<file path="src/rtl/mem_arb_pkg.sv">
// Shared types and constants for the instruction/data memory port arbiter.
package mem_arb_pkg;

    typedef enum logic [1:0] {
        StIdle = 2'd0,
        StBusy = 2'd1,
        StResp = 2'd2
    } state_e;

    typedef enum logic {
        GntIf = 1'b0,
        GntDm = 1'b1
    } grant_e;

    localparam int unsigned DefDataW = 32;
    localparam logic [DefDataW-1:0] RDataRst = '0;

endpackage

</file>
<file path="src/rtl/mem_port_arbiter_if.sv">
// Fetch, data and backing-memory signals of the arbiter, plus pipeline stall and error.
interface mem_port_arbiter_if #(
    parameter int unsigned ADDR_W = 32,
    parameter int unsigned DATA_W = 32
);
    logic              if_req_i;
    logic [ADDR_W-1:0] if_addr_i;
    logic              if_ack_o;
    logic [DATA_W-1:0] if_rdata_o;
    logic              dm_req_i;
    logic              dm_we_i;
    logic [ADDR_W-1:0] dm_addr_i;
    logic [DATA_W-1:0] dm_wdata_i;
    logic              dm_ack_o;
    logic [DATA_W-1:0] dm_rdata_o;
    logic              mem_req_o;
    logic              mem_we_o;
    logic [ADDR_W-1:0] mem_addr_o;
    logic [DATA_W-1:0] mem_wdata_o;
    logic              mem_ack_i;
    logic [DATA_W-1:0] mem_rdata_i;
    logic              stall_o;
    logic              err_o;

    // Arbiter side
    modport slave (
        input  if_req_i, if_addr_i, dm_req_i, dm_we_i, dm_addr_i, dm_wdata_i,
               mem_ack_i, mem_rdata_i,
        output if_ack_o, if_rdata_o, dm_ack_o, dm_rdata_o,
               mem_req_o, mem_we_o, mem_addr_o, mem_wdata_o, stall_o, err_o
    );

    // Requesters and backing memory side
    modport master (
        output if_req_i, if_addr_i, dm_req_i, dm_we_i, dm_addr_i, dm_wdata_i,
               mem_ack_i, mem_rdata_i,
        input  if_ack_o, if_rdata_o, dm_ack_o, dm_rdata_o,
               mem_req_o, mem_we_o, mem_addr_o, mem_wdata_o, stall_o, err_o
    );

endinterface

</file>
<file path="src/rtl/mem_arb_watchdog.sv">
// Busy-cycle counter; expire_o flags the TIMEOUT-th enabled cycle (never when TIMEOUT is 0).
module mem_arb_watchdog #(
    parameter int unsigned TIMEOUT = 255
) (
    input  logic clk_i,
    input  logic rst_i,
    input  logic clr_i,
    input  logic en_i,
    output logic expire_o
);

    localparam int unsigned CntW = (TIMEOUT > 1) ? $clog2(TIMEOUT) : 1;
    localparam logic [CntW-1:0] LastCnt = CntW'(TIMEOUT - 1);

    logic [CntW-1:0] r_cnt;

    always_ff @(posedge clk_i or posedge rst_i) begin
        if (rst_i) begin
            r_cnt <= '0;
        end else if (clr_i) begin
            r_cnt <= '0;
        end else if (en_i && (r_cnt != LastCnt)) begin
            r_cnt <= r_cnt + CntW'(1);
        end
    end

    // r_cnt holds completed cycles, so the current cycle is number r_cnt + 1
    assign expire_o = (TIMEOUT != 0) && en_i && (r_cnt == LastCnt);

endmodule

</file>
<file path="src/rtl/mem_port_arbiter.sv">
// Shares one single-port memory between fetch and data ports: data-first with a fairness
// limit, one outstanding access, and a watchdog that aborts hung transactions.
module mem_port_arbiter
    import mem_arb_pkg::*;
#(
    parameter int unsigned ADDR_W     = 32,
    parameter int unsigned DATA_W     = 32,
    parameter int unsigned FAIR_LIMIT = 4,
    parameter int unsigned TIMEOUT    = 255
) (
    input  logic              clk_i,
    input  logic              rst_i,
    mem_port_arbiter_if.slave bus
);

    localparam logic [3:0] FairLim = 4'(FAIR_LIMIT);

    state_e            r_state;
    grant_e            r_gnt;
    logic [3:0]        r_fair_cnt;
    logic              r_err;
    logic              r_mem_req;
    logic              r_mem_we;
    logic [ADDR_W-1:0] r_mem_addr;
    logic [DATA_W-1:0] r_mem_wdata;
    logic              r_if_ack;
    logic              r_dm_ack;
    logic [DATA_W-1:0] r_if_rdata;
    logic [DATA_W-1:0] r_dm_rdata;

    logic              w_gnt_dm;
    logic              w_busy;
    logic              w_expire;
    logic [DATA_W-1:0] w_rd_val;

    // Fetch wins a contested grant only once data has used up its consecutive quota
    assign w_gnt_dm = bus.dm_req_i & (~bus.if_req_i | (r_fair_cnt != FairLim));
    assign w_busy   = (r_state == StBusy);
    assign w_rd_val = bus.mem_ack_i ? bus.mem_rdata_i : DATA_W'(RDataRst);

    mem_arb_watchdog #(
        .TIMEOUT (TIMEOUT)
    ) u_watchdog (
        .clk_i    (clk_i),
        .rst_i    (rst_i),
        .clr_i    (~w_busy),
        .en_i     (w_busy),
        .expire_o (w_expire)
    );

    always_ff @(posedge clk_i or posedge rst_i) begin
        if (rst_i) begin
            r_state     <= StIdle;
            r_gnt       <= GntIf;
            r_fair_cnt  <= '0;
            r_err       <= 1'b0;
            r_mem_req   <= 1'b0;
            r_mem_we    <= 1'b0;
            r_mem_addr  <= '0;
            r_mem_wdata <= '0;
            r_if_ack    <= 1'b0;
            r_dm_ack    <= 1'b0;
            r_if_rdata  <= DATA_W'(RDataRst);
            r_dm_rdata  <= DATA_W'(RDataRst);
        end else begin
            r_if_ack <= 1'b0;
            r_dm_ack <= 1'b0;
            unique case (r_state)
                StIdle: begin
                    if (bus.if_req_i || bus.dm_req_i) begin
                        r_state   <= StBusy;
                        r_mem_req <= 1'b1;
                        if (w_gnt_dm) begin
                            r_gnt       <= GntDm;
                            r_mem_we    <= bus.dm_we_i;
                            r_mem_addr  <= bus.dm_addr_i;
                            r_mem_wdata <= bus.dm_wdata_i;
                            if (bus.if_req_i && (r_fair_cnt != FairLim)) begin
                                r_fair_cnt <= r_fair_cnt + 4'd1;
                            end
                        end else begin
                            r_gnt       <= GntIf;
                            r_mem_we    <= 1'b0;
                            r_mem_addr  <= bus.if_addr_i;
                            r_mem_wdata <= '0;
                            r_fair_cnt  <= '0;
                        end
                    end
                end
                StBusy: begin
                    // A real ack in the expiry cycle takes priority over the abort
                    if (bus.mem_ack_i || w_expire) begin
                        r_state   <= StResp;
                        r_mem_req <= 1'b0;
                        if (!bus.mem_ack_i) begin
                            r_err <= 1'b1;
                        end
                        if (r_gnt == GntDm) begin
                            r_dm_ack <= 1'b1;
                            if (!r_mem_we) begin
                                r_dm_rdata <= w_rd_val;
                            end
                        end else begin
                            r_if_ack   <= 1'b1;
                            r_if_rdata <= w_rd_val;
                        end
                    end
                end
                StResp: begin
                    r_state <= StIdle;
                end
                default: begin
                    r_state <= StIdle;
                end
            endcase
        end
    end

    assign bus.mem_req_o   = r_mem_req;
    assign bus.mem_we_o    = r_mem_we;
    assign bus.mem_addr_o  = r_mem_addr;
    assign bus.mem_wdata_o = r_mem_wdata;
    assign bus.if_ack_o    = r_if_ack;
    assign bus.dm_ack_o    = r_dm_ack;
    assign bus.if_rdata_o  = r_if_rdata;
    assign bus.dm_rdata_o  = r_dm_rdata;
    assign bus.err_o       = r_err;
    assign bus.stall_o     = (bus.if_req_i & ~r_if_ack) | (bus.dm_req_i & ~r_dm_ack);

endmodule

</file>
<file path="src/flat_wrapper.sv">
// flat-port wrapper written by rule: the top's interface ports become plain ports
module mem_port_arbiter_flat import mem_arb_pkg::*;
#(
    parameter int unsigned ADDR_W     = 32,
    parameter int unsigned DATA_W     = 32,
    parameter int unsigned FAIR_LIMIT = 4,
    parameter int unsigned TIMEOUT    = 255
)
  (clk_i, rst_i, bus_if_req_i, bus_if_addr_i, bus_dm_req_i, bus_dm_we_i, bus_dm_addr_i, bus_dm_wdata_i, bus_mem_ack_i, bus_mem_rdata_i, bus_if_ack_o, bus_if_rdata_o, bus_dm_ack_o, bus_dm_rdata_o, bus_mem_req_o, bus_mem_we_o, bus_mem_addr_o, bus_mem_wdata_o, bus_stall_o, bus_err_o);
  mem_port_arbiter_if #(.ADDR_W(ADDR_W), .DATA_W(DATA_W)) bus_i ();
  input  logic clk_i;
  input  logic rst_i;
  input wire logic [$bits(bus_i.if_req_i)-1:0] bus_if_req_i;
  input wire logic [$bits(bus_i.if_addr_i)-1:0] bus_if_addr_i;
  input wire logic [$bits(bus_i.dm_req_i)-1:0] bus_dm_req_i;
  input wire logic [$bits(bus_i.dm_we_i)-1:0] bus_dm_we_i;
  input wire logic [$bits(bus_i.dm_addr_i)-1:0] bus_dm_addr_i;
  input wire logic [$bits(bus_i.dm_wdata_i)-1:0] bus_dm_wdata_i;
  input wire logic [$bits(bus_i.mem_ack_i)-1:0] bus_mem_ack_i;
  input wire logic [$bits(bus_i.mem_rdata_i)-1:0] bus_mem_rdata_i;
  output wire logic [$bits(bus_i.if_ack_o)-1:0] bus_if_ack_o;
  output wire logic [$bits(bus_i.if_rdata_o)-1:0] bus_if_rdata_o;
  output wire logic [$bits(bus_i.dm_ack_o)-1:0] bus_dm_ack_o;
  output wire logic [$bits(bus_i.dm_rdata_o)-1:0] bus_dm_rdata_o;
  output wire logic [$bits(bus_i.mem_req_o)-1:0] bus_mem_req_o;
  output wire logic [$bits(bus_i.mem_we_o)-1:0] bus_mem_we_o;
  output wire logic [$bits(bus_i.mem_addr_o)-1:0] bus_mem_addr_o;
  output wire logic [$bits(bus_i.mem_wdata_o)-1:0] bus_mem_wdata_o;
  output wire logic [$bits(bus_i.stall_o)-1:0] bus_stall_o;
  output wire logic [$bits(bus_i.err_o)-1:0] bus_err_o;
  assign bus_i.if_req_i = bus_if_req_i;
  assign bus_i.if_addr_i = bus_if_addr_i;
  assign bus_i.dm_req_i = bus_dm_req_i;
  assign bus_i.dm_we_i = bus_dm_we_i;
  assign bus_i.dm_addr_i = bus_dm_addr_i;
  assign bus_i.dm_wdata_i = bus_dm_wdata_i;
  assign bus_i.mem_ack_i = bus_mem_ack_i;
  assign bus_i.mem_rdata_i = bus_mem_rdata_i;
  assign bus_if_ack_o = bus_i.if_ack_o;
  assign bus_if_rdata_o = bus_i.if_rdata_o;
  assign bus_dm_ack_o = bus_i.dm_ack_o;
  assign bus_dm_rdata_o = bus_i.dm_rdata_o;
  assign bus_mem_req_o = bus_i.mem_req_o;
  assign bus_mem_we_o = bus_i.mem_we_o;
  assign bus_mem_addr_o = bus_i.mem_addr_o;
  assign bus_mem_wdata_o = bus_i.mem_wdata_o;
  assign bus_stall_o = bus_i.stall_o;
  assign bus_err_o = bus_i.err_o;
  mem_port_arbiter #(.ADDR_W(ADDR_W), .DATA_W(DATA_W), .FAIR_LIMIT(FAIR_LIMIT), .TIMEOUT(TIMEOUT)) u_core (.clk_i(clk_i), .rst_i(rst_i), .bus(bus_i));
endmodule
</file>
<file path="config.mk">
export PLATFORM = sky130hd
export DESIGN_NAME = mem_port_arbiter_flat
export DESIGN_NICKNAME = d
export VERILOG_FILES = /design/src/rtl/mem_arb_pkg.sv /design/src/rtl/mem_port_arbiter_if.sv /design/src/rtl/mem_arb_watchdog.sv /design/src/rtl/mem_port_arbiter.sv /design/src/flat_wrapper.sv
export SDC_FILE = /design/constraint.sdc
export NUM_CORES = 1
export LEC_CHECK = 0
export ABC_AREA = 0
export BUFFER_PORTS_ARGS = -buffer_cell sky130_fd_sc_hd__buf_4
export CORE_MARGIN = 3
export CORE_UTILIZATION = 45
export CTS_BUF_LIST = sky130_fd_sc_hd__clkbuf_2
export CTS_CLUSTER_DIAMETER = 100
export CTS_CLUSTER_SIZE = 8
export DETAILED_ROUTE_END_ITERATION = 16
export HOLD_SLACK_MARGIN = 0.15
export PLACE_DENSITY_LB_ADDON = 0.3
export SKIP_LAST_GASP = 1
export SLEW_MARGIN = 5
export SYNTH_ARGS = -nofsm -noshare
export SYNTH_HDL_FRONTEND = slang
export SYNTH_SLANG_ARGS = --single-unit
</file>
<file path="constraint.sdc">
create_clock -name clk_i -period 6 [get_ports clk_i]
set_clock_uncertainty 0.15 [all_clocks]
set_input_delay 1.2 -clock clk_i [delete_from_list [all_inputs] [get_ports clk_i]]
set_output_delay 1.2 -clock clk_i [all_outputs]
set_load 0.03 [all_outputs]
</file>
==> results_dict.tcl, run 1 <==
set metrics [dict create \
    powerDensity_nw_per_um2 551.7 \
    critPathTopFamily "simple AND/OR/NAND/NOR gates" \
    path_cells "nor2_2 > nand2_1 > a22o_1" \
    final_hold_viol_count 0 \
    syn_avg_cell_area_sq_um 10.16 \
    die_area_sq_um 16090 \
    netlist_instances 647 \
    cts_max_path_buffers 2 \
    wl_per_cell_microns 19.03 \
    cellLeakagePower_nw 4.153 \
    cp_data_required_time_ns 6.52 \
    dpl.hpwl_microns 14140 \
    drv_cap 0 \
    post_cts_buffers 0 \
    synth_flop_cell "dfrtp_1" \
    finalNonFillerCells 1067 \
    ys_ff_latch 148 \
    fmax_mhz 277.6 \
    endpoint_kind "flop" \
    finalSetupViolCount 0 \
    worst_r2r_endpoint "u_core.bus.mem_wdata_o[8]" \
    critPathMaxStageDelay_ns 1.10 \
    hold_depth 1 \
    multi_input_area_sq_um 2559 \
    r2r_setup_slack_ns 2.40 \
    maxSlewHeadroom_pct 13.90 \
    clk_pin_slew_worst_paths_ns 0.27 \
    tns_ns 0 \
    timing.rr.start "u_core.r_state[1]" \
    synth_edf_count 0 \
    drc 0 \
    grtUsageTotal_pct 24.72 \
    io-pin-count 268 \
    gr-usage-met3_pct 9.095 \
    diodes 0 \
    post_synth_num_cell_types 47 \
    yosys-top-cells-area "dfrtp_1 (56%), a31oi_1 (12%), a21oi_1 (6.1%)" \
    wl_microns 20310 \
    slowest_stage "nor2_2" \
    async_flop_share_pct 100.0 \
    reg2regPathDepth 3 \
    cts_tree "yes" \
    core-area_sq_um 14100 \
    met2_usage_pct 39.41 \
    period_minus_slack_ns 3.602 \
    crit_buf_inv 0 \
    crit_path_max_fanout 34 \
    antenna_left 0 \
    period_share_pct 60.03 \
    synth_area_leader_cell "dfrtp_1" \
    hold_end "u_core.bus.err_o" \
    final_common_cell "buf_4" \
    row_count 43 \
    hold_path.class "flop to flop" \
    die_w_microns 126.9 \
    overflow 0 \
    area_delta_synth_final_pct 34.37 \
    synth.net_count 785 \
    grt_pass1_vias 6284 \
    rsz0062_at_grt "no" \
    busiest_layer "met2" \
    place_inst 1035 \
    layout.nets 1012 \
    worst_setup_path_start_kind "flop" \
    worstSkewPairLatency_ns 0.73 \
    numCtsBuffers 17 \
    path_class "flop to flop" \
    worst_pin_slew_ns 1.290 \
    mostFrequentLayoutCells "buf_4 (273), dfrtp_1 (148), a31oi_1 (128)" \
    initial_core_util_pct 46.64 \
    htree_levels 4 \
    fill_cells 1168 \
    die_h_microns 126.9 \
    drive_above_1_share_pct 35.96 \
    vias_per_cell 6.031 \
    finalMaxSlewViolations 0 \
    yosysSeqAreaShare_pct 56.34 \
    seqCellArea_sq_um 3704 \
    grt_antenna_before_repair 0 \
    postCtsResizedCells 0 \
    min-delay-start "u_core.bus.err_o" \
    route.vias.total 6435 \
    grt_max_degree 100 \
    portBuffers 267 \
    clock_sinks 148 \
    yosysTopAreaCellShare_pct 56.34 \
    cts_root_buf "clkbuf_2" \
    syn-cell-area_sq_um 6574 \
    grt_pass1_wl_microns 32250 \
    drt_iter0_drc 498 \
    outcome "complete, no violations" \
    cp.arrival_ns 4.12 \
    first_pass_iters 7 \
    postCtsHoldBufs 0 \
    ir_drop_uv 335.8 \
    synth_warnings 0 \
    routabilityCongestion 0.9558 \
    grtUsageMet1_pct 30.79 \
]
-- kinds of logic after synthesis --
kind of cell               after synthesis  share of synthesized area [%]
muxes                                    1                         0.1523
and+or+nand+nor                        125                          10.39
buffers and inverters                   77                          5.120
DFF                                    148                          56.34
AOI/OAI and AO/OA                      292                          27.24
adders and majority gates                4                         0.7614
-- how the worst max path moves through the flow --
stage	from	end	slack, ns	cells after the start
floorplan	rst_i	u_core.bus.dm_ack_o	0.67	1
CTS	u_core.r_state[1]	u_core.bus.mem_we_o	2.38	3
finish	u_core.r_state[1]	u_core.bus.mem_wdata_o[8]	2.40	3
detailed placement	bus_dm_req_i	u_core.bus.mem_wdata_o[8]	2.28	4
global route	u_core.r_state[1]	u_core.bus.mem_we_o	2.15	3
global placement	bus_dm_req_i	u_core.bus.mem_wdata_o[30]	2.39	4
-- stage by stage --
step | setup WS [ns] | hold slack [ns] | util (%) | power, mW | cell area, sq um
after global placement | 2.385 | 0.3125 | 60.92 | 4.228 | 8587
after floorplan | 0.6703 | 0.3343 | - | 3.310 | 6574
after detailed placement | 2.281 | 0.3244 | 60.92 | 4.316 | 8587
after global routing | 2.147 | 0.3962 | 62.67 | 5.160 | 8833
after CTS | 2.379 | 0.3731 | 62.67 | 4.902 | 8833
final | 2.398 | 0.3653 | 62.67 | 4.873 | 8833
-- state kept, by name, summed over array words and instances (netlist names) --
name,count
u_core.bus.err_o,1
u_core.bus.if_rdata_o,32
u_core.u_watchdog.r_cnt,8
u_core.r_fair_cnt,4
u_core.bus.mem_we_o,1
u_core.bus.dm_ack_o,1
u_core.bus.dm_rdata_o,32
u_core.r_state,2
u_core.bus.if_ack_o,1
u_core.r_gnt,1
u_core.bus.mem_wdata_o,32
u_core.bus.mem_req_o,1
u_core.bus.mem_addr_o,32
-- Yosys cell counts, drive strengths merged, types with 2 or more instances --
master,count
dfrtp,148
a31oi,128
a21oi,81
nand3,44
nand2,38
clkbuf,37
o21ai,37
a22o,33
buf,28
inv,11
nor2b,11
ha,4
a21o,3
and2,3
and3,3
nand2b,3
nor3,3
o22ai,3
or2,3
a211oi,2
and4,2
and4b,2
nand4,2
nor2,2
-- per-layer routing --
metal	vias to the layer above	wire length (microns)	part of all wire (%)
met4	0	575	2.8
met1	3111	7580	37
met5	-	0	0
li1	2913	-	-
met3	48	2340	12
met2	363	9813	48
-- report_power, final --
part	switching (mW)	internal, mW
combinational	1.62	0.944
sequential	0.305	1.42
clock	0.413	0.173
-- layout make-up --
type	instances	share of cell area [%]
sequential	148	41.93
multi-input combinational	422	28.97
timing repair buffer	273	23.20
tap	180	2.550
clock inverter	15	1.827
clock buffer	17	0.9632
inverter	12	0.5666
Note: power is estimated with default switching activity, not from simulation.
==> inputs of run 2 (changes only) <==
==> constraint.sdc (replaced) <==
create_clock -name clk_i -period 3.1 [get_ports clk_i]
set_clock_uncertainty 0.15 [all_clocks]
set_input_delay 0.62 -clock clk_i [delete_from_list [all_inputs] [get_ports clk_i]]
set_output_delay 0.62 -clock clk_i [all_outputs]
set_load 0.03 [all_outputs]
==> run 2 against run 1 <==
Effect of this change: clock power increased by 110%; combinational power grew 120%; via count up 13%; utilization grew 11 points; total power increased by 110%; count of clock-buffer cells in the layout stayed put; critical path depth rose by 2; flip-flop and latch count stayed put; critical endpoint is now bus_stall_o.
==> results_dict.tcl, run 2 (synthesis gave the netlist of run 1 again) <==
set metrics [dict create \
    area_delta_synth_final_pct 58.20 \
    die_w_microns 126.9 \
    htree_levels 4 \
    cts_max_path_buffers 2 \
    portBuffers 267 \
    hold_path.class "input port to asynchronous set/reset pin" \
    finalSetupViolCount 0 \
    layout.nets 1165 \
    die_h_microns 126.9 \
    row_count 43 \
    routabilityCongestion 0.9327 \
    r2r_setup_slack_ns 0.34 \
    swShare_pct 46.90 \
    clock_sinks 148 \
    tns_ns 0 \
    numCtsBuffers 17 \
    powerDensity_nw_per_um2 980.1 \
    final_hold_viol_count 0 \
    crit_path_max_fanout 37 \
    initial_core_util_pct 46.64 \
    clkPwrFrac_pct 12.0 \
    seqPwrFrac_pct 33.0 \
    ir_drop_uv 529.4 \
    route.vias.total 7263 \
    clk_pin_slew_worst_paths_ns 0.26 \
    timing.final.ws_setup_ns 0.1578 \
    outcome "complete, no violations" \
    overflow 0 \
    intPower_mw 5.412 \
    worstSkewPairLatency_ns 0.77 \
    finalMaxSlewViolations 0 \
    wl_microns 24190 \
    mostFrequentLayoutCells "buf_4 (286), dfrtp_1 (148), dlygate4sd3_1 (136)" \
    io-pin-count 268 \
    drt_iter0_drc 655 \
    period_minus_slack_ns 2.942 \
    dpl.hpwl_microns 14840 \
    worst_pin_slew_ns 0.8024 \
    cts_tree "yes" \
    finalNonFillerCells 1221 \
    period_share_pct 94.91 \
    antenna_left 0 \
    final_common_cell "buf_4" \
    vias_per_cell 5.948 \
    grt_pass1_wl_microns 37920 \
    maxSlewHeadroom_pct 46.50 \
    first_pass_iters 6 \
    cellLeakagePower_nw 4.799 \
    drv_cap 0 \
    drive_above_1_share_pct 32.40 \
    fmax_mhz 339.9 \
    grt_max_degree 52 \
    worst_setup_path_start_kind "input port" \
    place_inst 1047 \
    rsz0062_at_grt "no" \
    grtUsageTotal_pct 29.49 \
    dp_slack_ns 0.7510 \
    cp_data_required_time_ns 2.33 \
    drc 0 \
    p_comb_share_pct 54.9 \
    switchingPower_mw 4.781 \
    path_class "input port to output pin" \
    cp.arrival_ns 2.17 \
    endpoint_kind "output pin" \
    grt_antenna_before_repair 1 \
    grt_pass1_vias 7304 \
    die_area_sq_um 16090 \
    cts_root_buf "clkbuf_2" \
    wl_per_cell_microns 19.81 \
    core-area_sq_um 14100 \
]
-- run 2: cell type report --
class                      instances  area, sq um
timing repair buffer             426         3588
tap                              180        225.2
inverter                          12        48.80
clock buffer                      17        85.08
fill                             929         3696
multi-input combinational        422         2559
antenna                            1        2.502
sequential                       148         3704
clock inverter                    15        187.7
-- run 2: routing by layer --
metal	GRT usage, %	vias to the layer above	wire length [microns]
met5	0	-	0
met4	12.93	0	933
met3	9.179	72	2401
met2	50.00	466	12150
met1	34.50	3512	8713
li1	-	3213	-
-- run 2: path summary, 6_finish.rpt --
check	startpoint	endpoint	cells past startpoint
worst max-delay path	bus_dm_req_i	bus_stall_o	5
worst min-delay path	rst_i	u_core.bus.dm_rdata_o[0]	3
worst max register to register	u_core.r_state[1]	u_core.bus.mem_addr_o[21]	5
worst min register to register	u_core.bus.err_o	u_core.bus.err_o	1
max in group asynchronous	rst_i	u_core.r_fair_cnt[1]	4
min in group clk_i	bus_mem_ack_i	u_core.bus.if_rdata_o[22]	4
-- run 2: power groups by stage --
stage          logic, mW  registers [mW]  clock network, mW
2_1_floorplan       1.67            4.74                  0
3_3_place_gp        4.90            3.32                  0
3_5_place_dp        5.06            3.35                  0
4_1_cts             5.50            3.33               1.24
5_1_grt             5.93            3.45               1.32
6_report            5.60            3.37               1.23
-- run 2: what timing repair did --
action / CTS / global route
resized for setup: 0 / 0
endpoints found under the hold margin: 233 / 0
endpoints found under the setup margin: 0 / 1
setup buffers: 0 / 5
hold buffers: 136 / 0
-- run 2: worst max-delay path: stages --
cell and delay (ns):
dlygate4sd3_1 0.54, buf_4 0.36, clkinv_1 0.27, o22ai_1 0.17, buf_4 0.20
-- run 2: stage by stage --
| step | hold WS, ns | utilization, % | total power [mW] | cell area (sq um) |
|---|---|---|---|---|
| CTS | 0.2409 | 73.50 | 10.07 | 10360 |
| global route | 0.2574 | 73.78 | 10.71 | 10400 |
| finish | 0.2909 | 73.78 | 10.19 | 10400 |
| detailed placement | 0.3273 | 61.90 | 8.411 | 8726 |
| global placement | 0.3154 | 61.90 | 8.220 | 8726 |
| floorplan | 0.3343 | - | 6.406 | 6578 |
